[src/rtl/fsm_q3c_pkg.sv]
// Shared types, state encodings and decode functions for the q3c lane FSM.
// The optional state-load port set is enabled with the FSM_STATE_LOAD_EN macro.
package fsm_q3c_pkg;

  typedef logic [2:0] q3c_state_t;

  localparam q3c_state_t S_A = 3'b000;
  localparam q3c_state_t S_B = 3'b001;
  localparam q3c_state_t S_C = 3'b010;
  localparam q3c_state_t S_D = 3'b011;
  localparam q3c_state_t S_E = 3'b100;

  // Next-state table of the q3c machine; codes 101..111 fall back to S_A
  // so a corrupted lane recovers in one advance.
  function automatic q3c_state_t q3c_next(input q3c_state_t state, input logic x);
    q3c_state_t nxt;
    case (state)
      S_A:     nxt = x ? S_B : S_A;
      S_B:     nxt = x ? S_E : S_B;
      S_C:     nxt = x ? S_B : S_C;
      S_D:     nxt = x ? S_C : S_B;
      S_E:     nxt = x ? S_E : S_D;
      default: nxt = S_A;
    endcase
    return nxt;
  endfunction

  // Moore output: asserted only in S_D and S_E.
  function automatic logic q3c_z(input q3c_state_t state);
    return (state == S_D) || (state == S_E);
  endfunction

  // True for the three unused encodings.
  function automatic logic q3c_illegal(input q3c_state_t state);
    return state > S_E;
  endfunction

endpackage

[src/rtl/fsm_q3c_lane.sv]
// One q3c channel: state register, z-entry event counter and sticky
// illegal-state flag. TRACK_ILLEGAL=0 ties the flag low for builds where
// illegal codes cannot be reached (FSM_STATE_LOAD_EN undefined).
module fsm_q3c_lane
  import fsm_q3c_pkg::*;
#(
  parameter int CNT_W         = 8,
  parameter bit TRACK_ILLEGAL = 1'b1
) (
  input  logic             clk,
  input  logic             reset,
  input  logic             en,
  input  logic             x,
  input  logic             cnt_clr,
  input  logic             ld,
  input  logic [2:0]       ld_val,
  output logic [2:0]       state,
  output logic             y0,
  output logic             z,
  output logic [CNT_W-1:0] z_cnt,
  output logic             illegal
);

  q3c_state_t state_q;
  q3c_state_t state_d;
  q3c_state_t table_next;
  logic       entry;

  // Next state: a load overrides everything, otherwise advance only when enabled.
  always_comb begin
    table_next = q3c_next(state_q, x);
    state_d    = state_q;
    if (ld) begin
      state_d = ld_val;
    end else if (en) begin
      state_d = table_next;
    end
  end

  // State register with synchronous reset to S_A.
  always_ff @(posedge clk) begin
    if (reset) begin
      state_q <= S_A;
    end else begin
      state_q <= state_d;
    end
  end

  // Outputs: Moore z from the registered state, y0 from the raw table entry.
  always_comb begin
    z     = q3c_z(state_q);
    y0    = table_next[0];
    state = state_q;
    entry = !q3c_z(state_q) && q3c_z(state_d);
  end

  // Saturating count of entries into {S_D, S_E}; clear beats increment.
  always_ff @(posedge clk) begin
    if (reset || cnt_clr) begin
      z_cnt <= '0;
    end else if (entry && (z_cnt != {CNT_W{1'b1}})) begin
      z_cnt <= z_cnt + CNT_W'(1);
    end
  end

  generate
    if (TRACK_ILLEGAL) begin : g_illegal
      logic illegal_q;

      // Sticky flag set on the edge the register takes an illegal code.
      always_ff @(posedge clk) begin
        if (reset) begin
          illegal_q <= 1'b0;
        end else if (q3c_illegal(state_d)) begin
          illegal_q <= 1'b1;
        end
      end

      assign illegal = illegal_q;
    end else begin : g_no_illegal
      assign illegal = 1'b0;
    end
  endgenerate

endmodule

[src/rtl/fsm_q3c_multi.sv]
// N_CH independent q3c lanes with load steering, output packing and any_z.
// Define FSM_STATE_LOAD_EN to add the ld/ld_ch/ld_val state-load ports.
module fsm_q3c_multi
  import fsm_q3c_pkg::*;
#(
  parameter int N_CH  = 4,
  parameter int CNT_W = 8,
  localparam int LD_W = (N_CH > 1) ? $clog2(N_CH) : 1
) (
  input  logic                  clk,
  input  logic                  reset,
  input  logic [N_CH-1:0]       en,
  input  logic [N_CH-1:0]       x,
  input  logic                  cnt_clr,
`ifdef FSM_STATE_LOAD_EN
  input  logic                  ld,
  input  logic [LD_W-1:0]       ld_ch,
  input  logic [2:0]            ld_val,
`endif
  output logic [3*N_CH-1:0]     state_o,
  output logic [N_CH-1:0]       y0_o,
  output logic [N_CH-1:0]       z,
  output logic [CNT_W*N_CH-1:0] z_cnt,
  output logic                  any_z,
  output logic [N_CH-1:0]       illegal_o
);

`ifdef FSM_STATE_LOAD_EN
  localparam bit TRACK_ILLEGAL = 1'b1;
`else
  localparam bit TRACK_ILLEGAL = 1'b0;
`endif

  logic [N_CH-1:0] lane_ld;
  q3c_state_t      lane_ld_val;

  genvar i;
  generate
    for (i = 0; i < N_CH; i++) begin : g_lane
`ifdef FSM_STATE_LOAD_EN
      // ld_ch values at or above N_CH match no lane and are dropped.
      assign lane_ld[i] = ld && (ld_ch == LD_W'(i));
`else
      assign lane_ld[i] = 1'b0;
`endif

      fsm_q3c_lane #(
        .CNT_W         (CNT_W),
        .TRACK_ILLEGAL (TRACK_ILLEGAL)
      ) u_lane (
        .clk     (clk),
        .reset   (reset),
        .en      (en[i]),
        .x       (x[i]),
        .cnt_clr (cnt_clr),
        .ld      (lane_ld[i]),
        .ld_val  (lane_ld_val),
        .state   (state_o[3*i +: 3]),
        .y0      (y0_o[i]),
        .z       (z[i]),
        .z_cnt   (z_cnt[CNT_W*i +: CNT_W]),
        .illegal (illegal_o[i])
      );
    end
  endgenerate

`ifdef FSM_STATE_LOAD_EN
  assign lane_ld_val = ld_val;
`else
  assign lane_ld_val = S_A;
`endif

  assign any_z = |z;

endmodule

[config.mk]
export PLATFORM = sky130hd
export DESIGN_NAME = fsm_q3c_multi
export DESIGN_NICKNAME = d
export VERILOG_FILES = /design/src/rtl/fsm_q3c_pkg.sv /design/src/rtl/fsm_q3c_lane.sv /design/src/rtl/fsm_q3c_multi.sv
export SDC_FILE = /design/constraint.sdc
export NUM_CORES = 1
export LEC_CHECK = 0
export BUFFER_PORTS_ARGS = -buffer_cell sky130_fd_sc_hd__buf_2
export CAP_MARGIN = 10
export CORE_MARGIN = 3
export CORE_UTILIZATION = 49
export DETAILED_ROUTE_END_ITERATION = 16
export HOLD_SLACK_MARGIN = 0.08
export PLACE_DENSITY_LB_ADDON = 0.12
export SLEW_MARGIN = 5
export SYNTH_ARGS = -nofsm -noshare
export SYNTH_HDL_FRONTEND = slang
export SYNTH_HIERARCHICAL = 1
export SYNTH_SLANG_ARGS = --single-unit
[constraint.sdc]
create_clock -name clk -period 2.1 [get_ports clk]
set_clock_uncertainty 0.2 [all_clocks]
set_input_delay 0.42 -clock clk [delete_from_list [all_inputs] [get_ports clk]]
set_output_delay 0.42 -clock clk [all_outputs]
set_load 0.05 [all_outputs]
# Yosys cells after proc, flatten, opt, wreduce, memory -nomap -nowiden
# Index checks and enable logic that the tools add are counted.
# totals
ff_bits	44
inputBits	11
output_inout_bits	57
elab_cells	94
# classes
addsub	4
n_eq_ne	28
mux	28
reduce_logical	26
# op_table
operator	n
$pmux W3 S5	4
$eq A3 B2 Y1 const B	12
$mux W3	12
$add A8 B1 Y8 const B	4
$ne A8 B8 Y1 const B	4
$eq A3 B3 Y1 const B	8
$mux W2	8
$eq A3 B1 Y1 const B	4
$logic_not A3 Y1	4
$logic_or A1 B1 Y1	9
$logic_and A1 B1 Y1	8
$logic_not A1 Y1	4
$mux W1	4
$reduce_or A4 Y1	1

# Depth between registers and ports, before layout
# Gate-level depths: netlist (run 1).
# depth
depth_word	7
depth_mapped	9

# Modules after synthesis
# Netlist (run 1), hierarchy kept.
# by_module_without_submodules
module	n_inst	cells_each	area_each_um2
fsm_q3c_lane	4	88	739.5
fsm_q3c_multi	1	2	11.3

# Worst setup path after synthesis (run 1)
# No wires, ideal clock.
# synth_path
path_type	register to output
from	register g_lane[1].u_lane.state_q[2]
to	output any_z
arrival_ps	2514
path_slack_ps	-1034
path_stages_with_launch	4
cell_sequence	dfxtp_1 > nand2b_1 > o21ai_0 > or4_1
# synth_between
elab_chain_cells	3
elab_cells_between_ends	4
classes_between	2 x eq/ne; 2 x reduce/logical
# synth_lines
element	line_no	text
start: declaration	fsm_q3c_lane.sv:24	q3c_state_t state_q;
start signal: assignment	fsm_q3c_lane.sv:45	state_q <= state_d;
$eq A3 B2 Y1 or $eq A3 B3 Y1 (tied branches)	fsm_q3c_pkg.sv:30	return (state == S_D) || (state == S_E);
$logic_or A1 B1 Y1 (*)	fsm_q3c_pkg.sv:30	
named net z[1]	fsm_q3c_multi.sv:22	output logic [N_CH-1:0] z,
$reduce_or A4 Y1 (*)	fsm_q3c_multi.sv:73	assign any_z = |z;
end: declaration	fsm_q3c_multi.sv:24	output logic any_z,
# Mark *: on every way through the listed nets, which the timed path passes. The rest lies on a longest branch.

# Worst setup path after layout (run 1)
# layout_path
from	register g_lane[1].u_lane.state_q[2]
to	register g_lane[1].u_lane.z_cnt[5]
# layout_between
elab_chain_cells	7
elab_cells_between_ends	14
classes_between	6 x eq/ne; 2 x mux; 6 x reduce/logical
# layout_lines
element	line_no	text
$eq A3 B3 Y1, or another cell as far along	fsm_q3c_pkg.sv:17, fsm_q3c_pkg.sv:30	
$pmux W3 S5	fsm_q3c_pkg.sv:17	case (state)
$mux W3	fsm_q3c_lane.sv:35	end else if (en) begin
$eq A3 B2 Y1 or $eq A3 B3 Y1 (tied branches)	fsm_q3c_pkg.sv:30	
$logic_or A1 B1 Y1	fsm_q3c_pkg.sv:30	
$logic_and A1 B1 Y1 (*)	fsm_q3c_lane.sv:54	entry = !q3c_z(state_q) && q3c_z(state_d);
$logic_and A1 B1 Y1 (*)	fsm_q3c_lane.sv:61	end else if (entry && (z_cnt != {CNT_W{1'b1}})) begin
end signal: assignment	fsm_q3c_lane.sv:62	z_cnt <= z_cnt + CNT_W'(1);
end: declaration	fsm_q3c_lane.sv:20	output logic [CNT_W-1:0] z_cnt,
# Every way passes the cells marked *; elsewhere a longest branch is shown, timed or not.
# A chain may end at the register's enable or synchronous reset.

==> impl_metrics.ini, run 1 <==
[pwr]
powerDensity_nw_per_um2 = 583
internal_power_mw = 1.67
netSwitchingFraction_pct = 33.5
power.total_mw = 2.51
power_switching_mw = 0.840
power_leakage_nw = 1.80
seqPwrFrac_pct = 35.9
clockPowerShare_pct = 28.7
p_comb_share_pct = 35.5
ir_worst_vdd_mv = 0.526

[sta]
tns_ns = -4.55
timing.fmax_ghz = 0.415
fin_ws_ns = -0.308
slew_violations = 0
tightest_slew_ns = 0.571
setup_viol = 29
hold_ws_ns = 0.305
rsz0062_at_grt = true
fin_crit_ns = 2.41
max_slew_margin_pct = 62.0
period_share_pct = 115
timing_hold_violations_final = 0

[logic_synthesis]
netlist_instances = 354
synth.distinct_cells = 40
ys_ff_latch = 44
synth_area_um2 = 2970
synth_compound_area_share_pct = 21.4
yosys.area.top_type_share_pct = 29.7
synth-adder-area-share_pct = 1.69
yosysSeqAreaShare_pct = 29.7
yosys.area_share.xor_xnor_pct = 2.36
synth_top_family_by_area = simple AND/OR/NAND/NOR gates
yosysWarningCount = 6
synth-simple-area-share_pct = 36.5
synth_edf_count = 0
synthMuxAreaShare_pct = 1.35
yosysTopAreaCell = dfxtp_1
ys.flop_type = dfxtp_1
netlist_top_cells_count = dfxtp_1 (44), nor3_1 (32), nor2_1 (24)
synth.area.top_cells = dfxtp_1 (30%), nor3_1 (5.4%), a21boi_1 (5.1%)
yosysMostFrequentCell = dfxtp_1
postSynth.asyncResetShare_pct = 0
syn_avg_cell_area_um2 = 8.39

[critical_path]
criticalPathCategory = reg2reg
worst_r2r_path_depth = 8
cp_data_arrival_time_ns = 2.44
crit_slowest_cell = or4_1
crit_chain = buf_12, nor3b_4, nor4_2, nor3_1, o21a_1, or3_4, or4_1, a21boi_1
end_kind = flip-flop
cp_slowest_stage_delay_ns = 0.49
critical_path_required_ns = 2.14
crit_fanout = 6
startpoint_type = flip-flop

[drt]
dr.pass1.iters = 4
drt-total-wl_mm = 7.81
avgViaCountPerCell = 5.47
drc = 0
num_vias = 3080
drtAntennaViolNets = 0
avgRoutedWirePerCell_um = 13.9
drt-initial-drc-count = 88

[clocking]
cts.sinks = 44
root_buffer = clkbuf_8
h-tree-depth = 2
cts_tree = done
insertion_delay_ns = 0.30
cts_hold_buf = 0
cts_made_buffers = 5
path_clk_slew_ns = 0.09
cts_buffer_depth = 2

[status]
violations = negative setup slack
status = finished, violations left

[global_routing]
antenna_found_initial = 0
grt_use_total_pct = 21.4
grt_pass1_wl_mm = 12.9
grt_pass1_vias = 2839
overflow = 0
grt_max_degree = 33

[cells_and_area]
final_nets = 505
diodes = 0
area_delta_synth_final_pct = 44.8
drive_above_1_share_pct = 42.4
fillers = 411

[min_path]
hp-class = reg2reg
hold_depth = 2

[placement]
gp_congestion = 0.815
io_buffer_count = 63
dp_hpwl_mm = 5.28

[floorplanning]
start_util_pct = 52.3
die_area_um2 = 7030
fp.coreArea_um2 = 5680
fp-row-count = 27
ios = 68
die_h_um = 83.8
die_w_um = 83.8

[job]
cap_violations = 0
==> logic make-up after synthesis <==
kind of cell | Yosys count
simple gates | 173
flops | 44
other cells | 5
xor+xnor | 8
buf+inv | 28
fa+ha+maj | 4
compound gates | 88
mux | 4
==> per-stage QoR <==
| stage | cell area [um2] | instances | util, % | worst slack [ns] |
|---|---|---|---|---|
| 2_1_floorplan | 3150 | 377 | - | -0.229 |
| 3_5_place_dp | 3790 | 540 | 66.7 | -0.394 |
| 5_1_grt | 4300 | 563 | 75.7 | -0.415 |
| 4_1_cts | 4090 | 556 | 72.1 | -0.251 |
| 3_3_place_gp | 3790 | 540 | 66.7 | -0.346 |
| 6_report | 4300 | 563 | 75.7 | -0.308 |
==> metal layers <==
layer	part of all wire (%)	vias up	routed length, um	global-route usage, %
met5	0	-	0	0
met4	1.1	0	89	6.43
met3	4.0	9	310	3.75
met2	49	58	3840	35.9
met1	46	1460	3570	28.0
li1	-	1553	-	-
==> registers in the layout, indices dropped and copies added, names as in the netlist <==
signal / flops
g_lane.u_lane/state: 12
g_lane.u_lane/z_cnt: 32
==> final timing paths <==
kind                             startpoint                        end  slack (ns)
hold / removal    g_lane[3].u_lane/z_cnt[5]  g_lane[3].u_lane/z_cnt[5]        0.30
hold reg to reg   g_lane[3].u_lane/z_cnt[5]  g_lane[3].u_lane/z_cnt[5]        0.30
setup / recovery  g_lane[1].u_lane/state[2]  g_lane[1].u_lane/z_cnt[5]       -0.31
setup reg to reg  g_lane[1].u_lane/state[2]  g_lane[1].u_lane/z_cnt[5]       -0.31
==> power groups by stage <==
stage | Clock (mW) | Combinational, mW | Sequential (mW)
finish | 0.718 | 0.888 | 0.899
global route | 0.763 | 0.950 | 0.906
CTS | 0.733 | 0.806 | 0.901
detailed placement | 0 | 0.737 | 0.925
global placement | 0 | 0.730 | 0.924
floorplan | 0 | 0.467 | 0.996
==> critical path: cells and delay by family, from the launching register on <==
kind                   cells  cell delay, ns
buffers and inverters      1            0.13
AO/OA/AOI/OAI              2            0.35
flip-flops                 1            0.37
AND/OR/NAND/NOR            5            1.32
==> what timing repair did <==
| action | in CTS | in global routing |
|---|---|---|
| setup buffers | 8 | 8 |
| endpoints found under the setup margin | 36 | 39 |
| gates resized for setup | 24 | 41 |
| pin swaps | 5 | 15 |
==> cell usage in the layout, fill, tap and decap left out, types with 16 or more instances in the layout <==
cell type / n
buf_2: 54
nor2_1: 17
nor3_1: 27
or3_1: 16
buf_4: 58
nand3_1: 16
a21boi_1: 18
conb_1: 28
dfxtp_1: 32
nand3b_1: 16
==> cell type report <==
class,count,area (um2),share of cell area (%)
Multi-Input combinational cell,305,2210,51.4
Timing Repair Buffer,130,930,21.6
Sequential cell,44,926,21.5
Clock buffer,7,96.3,2.24
Tap cell,72,90.1,2.10
Clock inverter,1,30.0,0.699
Inverter,4,15.0,0.349
Power figures use the tool's default switching activity.
==> run 2, diff against run 1 <==
--- a/config.mk
+++ b/config.mk
@@ -8,7 +8,7 @@
 export BUFFER_PORTS_ARGS = -buffer_cell sky130_fd_sc_hd__buf_2
 export CAP_MARGIN = 10
 export CORE_MARGIN = 3
-export CORE_UTILIZATION = 49
+export CORE_UTILIZATION = 23
 export DETAILED_ROUTE_END_ITERATION = 16
 export HOLD_SLACK_MARGIN = 0.08
 export PLACE_DENSITY_LB_ADDON = 0.12
==> impl_metrics.ini, run 2 (synthesis gave the netlist of run 1 again) <==
[drt]
drc = 0
drtAntennaViolNets = 0
num_vias = 3112
dr.pass1.iters = 4
drt-total-wl_mm = 9.02
avgRoutedWirePerCell_um = 13.3
avgViaCountPerCell = 4.58
drt-initial-drc-count = 112

[pwr]
seqPwrFrac_pct = 32.6
internal_power_mw = 1.86
power_switching_mw = 0.908
ir_worst_vdd_mv = 0.404
netSwitchingFraction_pct = 32.8
power_leakage_nw = 1.94
clockPowerShare_pct = 32.4
p_comb_share_pct = 34.9
powerDensity_nw_per_um2 = 586

[cells_and_area]
stdcell_count = 680
area_delta_synth_final_pct = 59.2
largest_reg_flops = 32
utilization_pct = 38.4
final_cell_mix = buf_4 (75), buf_2 (54), dfxtp_1 (32)
final_area_um2 = 4730
top_register = g_lane.u_lane/z_cnt
fillers = 1294
diodes = 0
final_nets = 526
final_common_cell = buf_4
drive_above_1_share_pct = 47.1

[critical_path]
critPathTopFamily = simple AND/OR/NAND/NOR gates
cp_data_arrival_time_ns = 2.40
crit_chain = and2b_2, nor4_4, nor3_2, o21a_1, or3_4, or4_4, a21boi_1
critPathBufInv = 0
cp_slowest_stage_delay_ns = 0.49
critical_path_required_ns = 2.13
crit_slowest_cell = or4_4
worstReg2RegStart = g_lane[2].u_lane/state[2]
end_kind = flip-flop
crit_fanout = 11
criticalPathCategory = reg2reg
crit_start = g_lane[2].u_lane/state[2]
startpoint_type = flip-flop

[sta]
hold_ws_ns = 0.307
tightest_slew_ns = 0.539
fin_ws_ns = -0.279
period_share_pct = 113
rsz0062_at_grt = true
setup_viol = 29
slew_violations = 0
timing.fmax_ghz = 0.420
timing_hold_violations_final = 0
fin_crit_ns = 2.38
max_slew_margin_pct = 64.1

[min_path]
min-delay-start = g_lane[1].u_lane/z_cnt[5]
hp-class = reg2reg

[floorplanning]
die_area_um2 = 14300
die_w_um = 120
start_util_pct = 24.1
die_h_um = 120
fp-row-count = 40
fp.coreArea_um2 = 12300
ios = 68

[placement]
dp.cells = 648
io_buffer_count = 63
dp_slack_ns = -0.398
dpl_cell_area_um2 = 3990
gp_congestion = 0.788
dp_hpwl_mm = 6.24

[global_routing]
overflow = 0
grt_use_total_pct = 12.0
grt_pass1_vias = 2919
grt_pass1_wl_mm = 14.2
grt_max_degree = 24
antenna_found_initial = 0

[clocking]
cts_tree = done
h-tree-depth = 2
cts_buffer_depth = 2
cts_made_buffers = 5
insertion_delay_ns = 0.29
path_clk_slew_ns = 0.07
root_buffer = clkbuf_16
cts.sinks = 44

[status]
violations = negative setup slack
status = finished, violations left

[job]
cap_violations = 0
-- run 2: final cells by class --
type	instances	area [um2]	share of cell area [%]
Sequential cell	44	926	19.6
Inverter	4	15.0	0.318
Clock buffer	6	129	2.73
Timing Repair Buffer	151	1110	23.6
Multi-Input combinational cell	305	2300	48.6
Clock inverter	2	35.0	0.741
Tap cell	168	210	4.45
-- run 2: worst register-to-register path, cell delays in order, from the launching register on --
cell and delay, ns:
dfxtp_4 0.40, and2b_2 0.27, nor4_4 0.17, nor3_2 0.06
o21a_1 0.18, or3_4 0.40, or4_4 0.49, a21boi_1 0.14
-- run 2: power by group through the flow --
stage	Combinational [mW]	Clock, mW	Sequential [mW]
3_5_place_dp	0.750	0	0.927
5_1_grt	1.04	0.972	0.910
4_1_cts	0.885	0.930	0.904
6_report	0.967	0.898	0.903
3_3_place_gp	0.750	0	0.928
2_1_floorplan	0.467	0	0.996
-- run 2: per-stage QoR --
stage	total power, mW	setup TNS [ns]
finish	2.77	-4.51
global route	2.92	-8.00
CTS	2.72	-4.59
detailed placement	1.68	-8.43
global placement	1.68	-7.93
floorplan	1.46	-4.04
-- run 2: final timing paths --
path	end	slack, ns	cells past startpoint
setup / recovery	g_lane[2].u_lane/z_cnt[5]	-0.28	7
hold / removal	g_lane[1].u_lane/z_cnt[5]	0.31	2
setup reg to reg	g_lane[2].u_lane/z_cnt[5]	-0.28	7
hold reg to reg	g_lane[1].u_lane/z_cnt[5]	0.31	2
-- run 2: layer usage --
metal	part of all wire [%]	vias up	global-route usage, %	routed length (um)
li1	-	1601	-	-
met1	47	1455	15.2	4220
met2	48	48	20.3	4360
met3	4.0	8	3.72	362
met4	0.78	0	2.08	70
met5	0	-	0	0
-- run 2: repair_timing --
action / CTS / global route
gates cloned: 1 / 0
pin swaps: 14 / 24
buffers inserted: 19 / 5
endpoints found under the setup margin: 37 / 39
hold endpoints to repair: 0 / 0
hold buffers: 0 / 0
resized for setup: 30 / 61
==> run 3, diff against run 2 <==
--- a/config.mk
+++ b/config.mk
@@ -7,6 +7,7 @@
 export LEC_CHECK = 0
 export BUFFER_PORTS_ARGS = -buffer_cell sky130_fd_sc_hd__buf_2
 export CAP_MARGIN = 10
+export CORE_ASPECT_RATIO = 0.9
 export CORE_MARGIN = 3
 export CORE_UTILIZATION = 23
 export DETAILED_ROUTE_END_ITERATION = 16
==> impl_metrics.ini, run 3 (synthesis gave the netlist of run 1 again) <==
[status]
status = finished, violations left
violations = negative setup slack

[floorplanning]
die_w_um = 126
ios = 68
die_area_um2 = 14300
start_util_pct = 24.1
die_h_um = 114
fp.coreArea_um2 = 12300
fp-row-count = 38

[global_routing]
grt_max_degree = 25
grt_pass1_wl_mm = 14.3
grt_use_total_pct = 12.0
overflow = 0
grt_pass1_vias = 2986
antenna_found_initial = 0

[sta]
setup_viol = 29
fin_crit_ns = 2.38
slew_violations = 0
timing.fmax_ghz = 0.420
tns_ns = -5.01
period_share_pct = 113
fin_ws_ns = -0.281
max_slew_margin_pct = 63.4
tightest_slew_ns = 0.549
rsz0062_at_grt = true
hold_ws_ns = 0.294
timing_hold_violations_final = 0

[critical_path]
criticalPathCategory = reg2out
critical_path_required_ns = 1.48
end_kind = output port
startpoint_type = flip-flop
crit_fanout = 5
cp_data_arrival_time_ns = 1.76

[drt]
num_vias = 3123
drtAntennaViolNets = 0
drt-total-wl_mm = 8.82
drt-initial-drc-count = 189
avgRoutedWirePerCell_um = 13.2
dr.pass1.iters = 4
avgViaCountPerCell = 4.66
drc = 0

[clocking]
cts_tree = done
root_buffer = clkbuf_16
cts_hold_buf = 0
h-tree-depth = 2
cts_made_buffers = 5
path_clk_slew_ns = 0.06
cts.sinks = 44
insertion_delay_ns = 0.28
cts_buffer_depth = 2

[placement]
dp_slack_ns = -0.417
io_buffer_count = 63
dp_hpwl_mm = 6.24
gp_congestion = 0.779
dp.cells = 635
dpl_cell_area_um2 = 3950

[job]
cap_violations = 0

[pwr]
power_switching_mw = 0.884
clockPowerShare_pct = 30.3
internal_power_mw = 1.76
p_comb_share_pct = 35.7
power.total_mw = 2.64
seqPwrFrac_pct = 34.0
power_leakage_nw = 1.91
netSwitchingFraction_pct = 33.4
powerDensity_nw_per_um2 = 573
ir_worst_vdd_mv = 0.279

[cells_and_area]
stdcell_count = 670
final_nets = 524
fillers = 1268
largest_reg_flops = 32
utilization_pct = 37.5
final_area_um2 = 4620
final_common_cell = buf_4
top_register = g_lane.u_lane/z_cnt
diodes = 0
final_cell_mix = buf_4 (67), buf_2 (55), dfxtp_1 (32)
area_delta_synth_final_pct = 55.5
drive_above_1_share_pct = 44.1

[min_path]
hp-class = reg2reg
run 3: cell count changes in the layout (fill, tap and decap cells not counted), moves of 2 or more:
cell | previous run | this run
nor2_4 | 3 | 1
nor4_2 | 4 | 6
or3_4 | 7 | 5
a21boi_2 | 8 | 1
nor2_1 | 15 | 17
or4_1 | 2 | 4
buf_6 | 18 | 23
buf_4 | 75 | 67
or3_1 | 13 | 15
nor4_4 | 2 | 0
or4_4 | 3 | 1
a21boi_1 | 12 | 19
run 3: final cells by class:
class | instances | area [um2] | share of cell area (%)
flip-flops and latches | 44 | 926 | 20.0
repair buffers | 149 | 1100 | 23.8
clock buffers | 8 | 146 | 3.17
well taps | 160 | 200 | 4.33
inverters | 4 | 15.0 | 0.325
multi-input cells | 305 | 2230 | 48.3
run 3: power groups by stage:
stage / clock (mW) / sequential (mW) / combinational, mW
after floorplan: 0 / 0.996 / 0.467
after global placement: 0 / 0.929 / 0.738
after detailed placement: 0 / 0.928 / 0.740
after CTS: 0.842 / 0.900 / 0.880
after global routing: 0.873 / 0.905 / 1.01
final: 0.801 / 0.900 / 0.943
run 3: metal layers:
layer | GRT usage (%) | part of all wire, % | vias to the layer above
li1 | - | - | 1597
met1 | 17.0 | 51 | 1481
met2 | 18.9 | 45 | 41
met3 | 2.86 | 3.7 | 4
met5 | 0 | 0 | -
met4 | 2.07 | 0.75 | 0
run 3: what timing repair did:
action | 4_1_cts | 5_1_grt
gates resized for setup | 31 | 41
setup buffers | 23 | 4
pin swaps | 15 | 16
endpoints found under the setup margin | 35 | 41
run 3: worst paths after layout:
| path | slack (ns) | endpoint | depth (start not counted) | from |
|---|---|---|---|---|
| max reg2reg | -0.26 | g_lane[3].u_lane/z_cnt[5] | 8 | g_lane[3].u_lane/state[1] |
| min reg2reg | 0.29 | g_lane[0].u_lane/z_cnt[5] | 2 | g_lane[0].u_lane/z_cnt[5] |
| min | 0.29 | g_lane[0].u_lane/z_cnt[5] | 2 | g_lane[0].u_lane/z_cnt[5] |
| max | -0.28 | any_z | 6 | g_lane[3].u_lane/state[1] |
run 3: worst max-delay path, stage by stage (launching register included):
cell	delay, ns
dfxtp_4	0.37
buf_6	0.12
nand3b_1	0.12
o21ai_4	0.09
buf_12	0.13
or4_4	0.48
buf_8	0.17
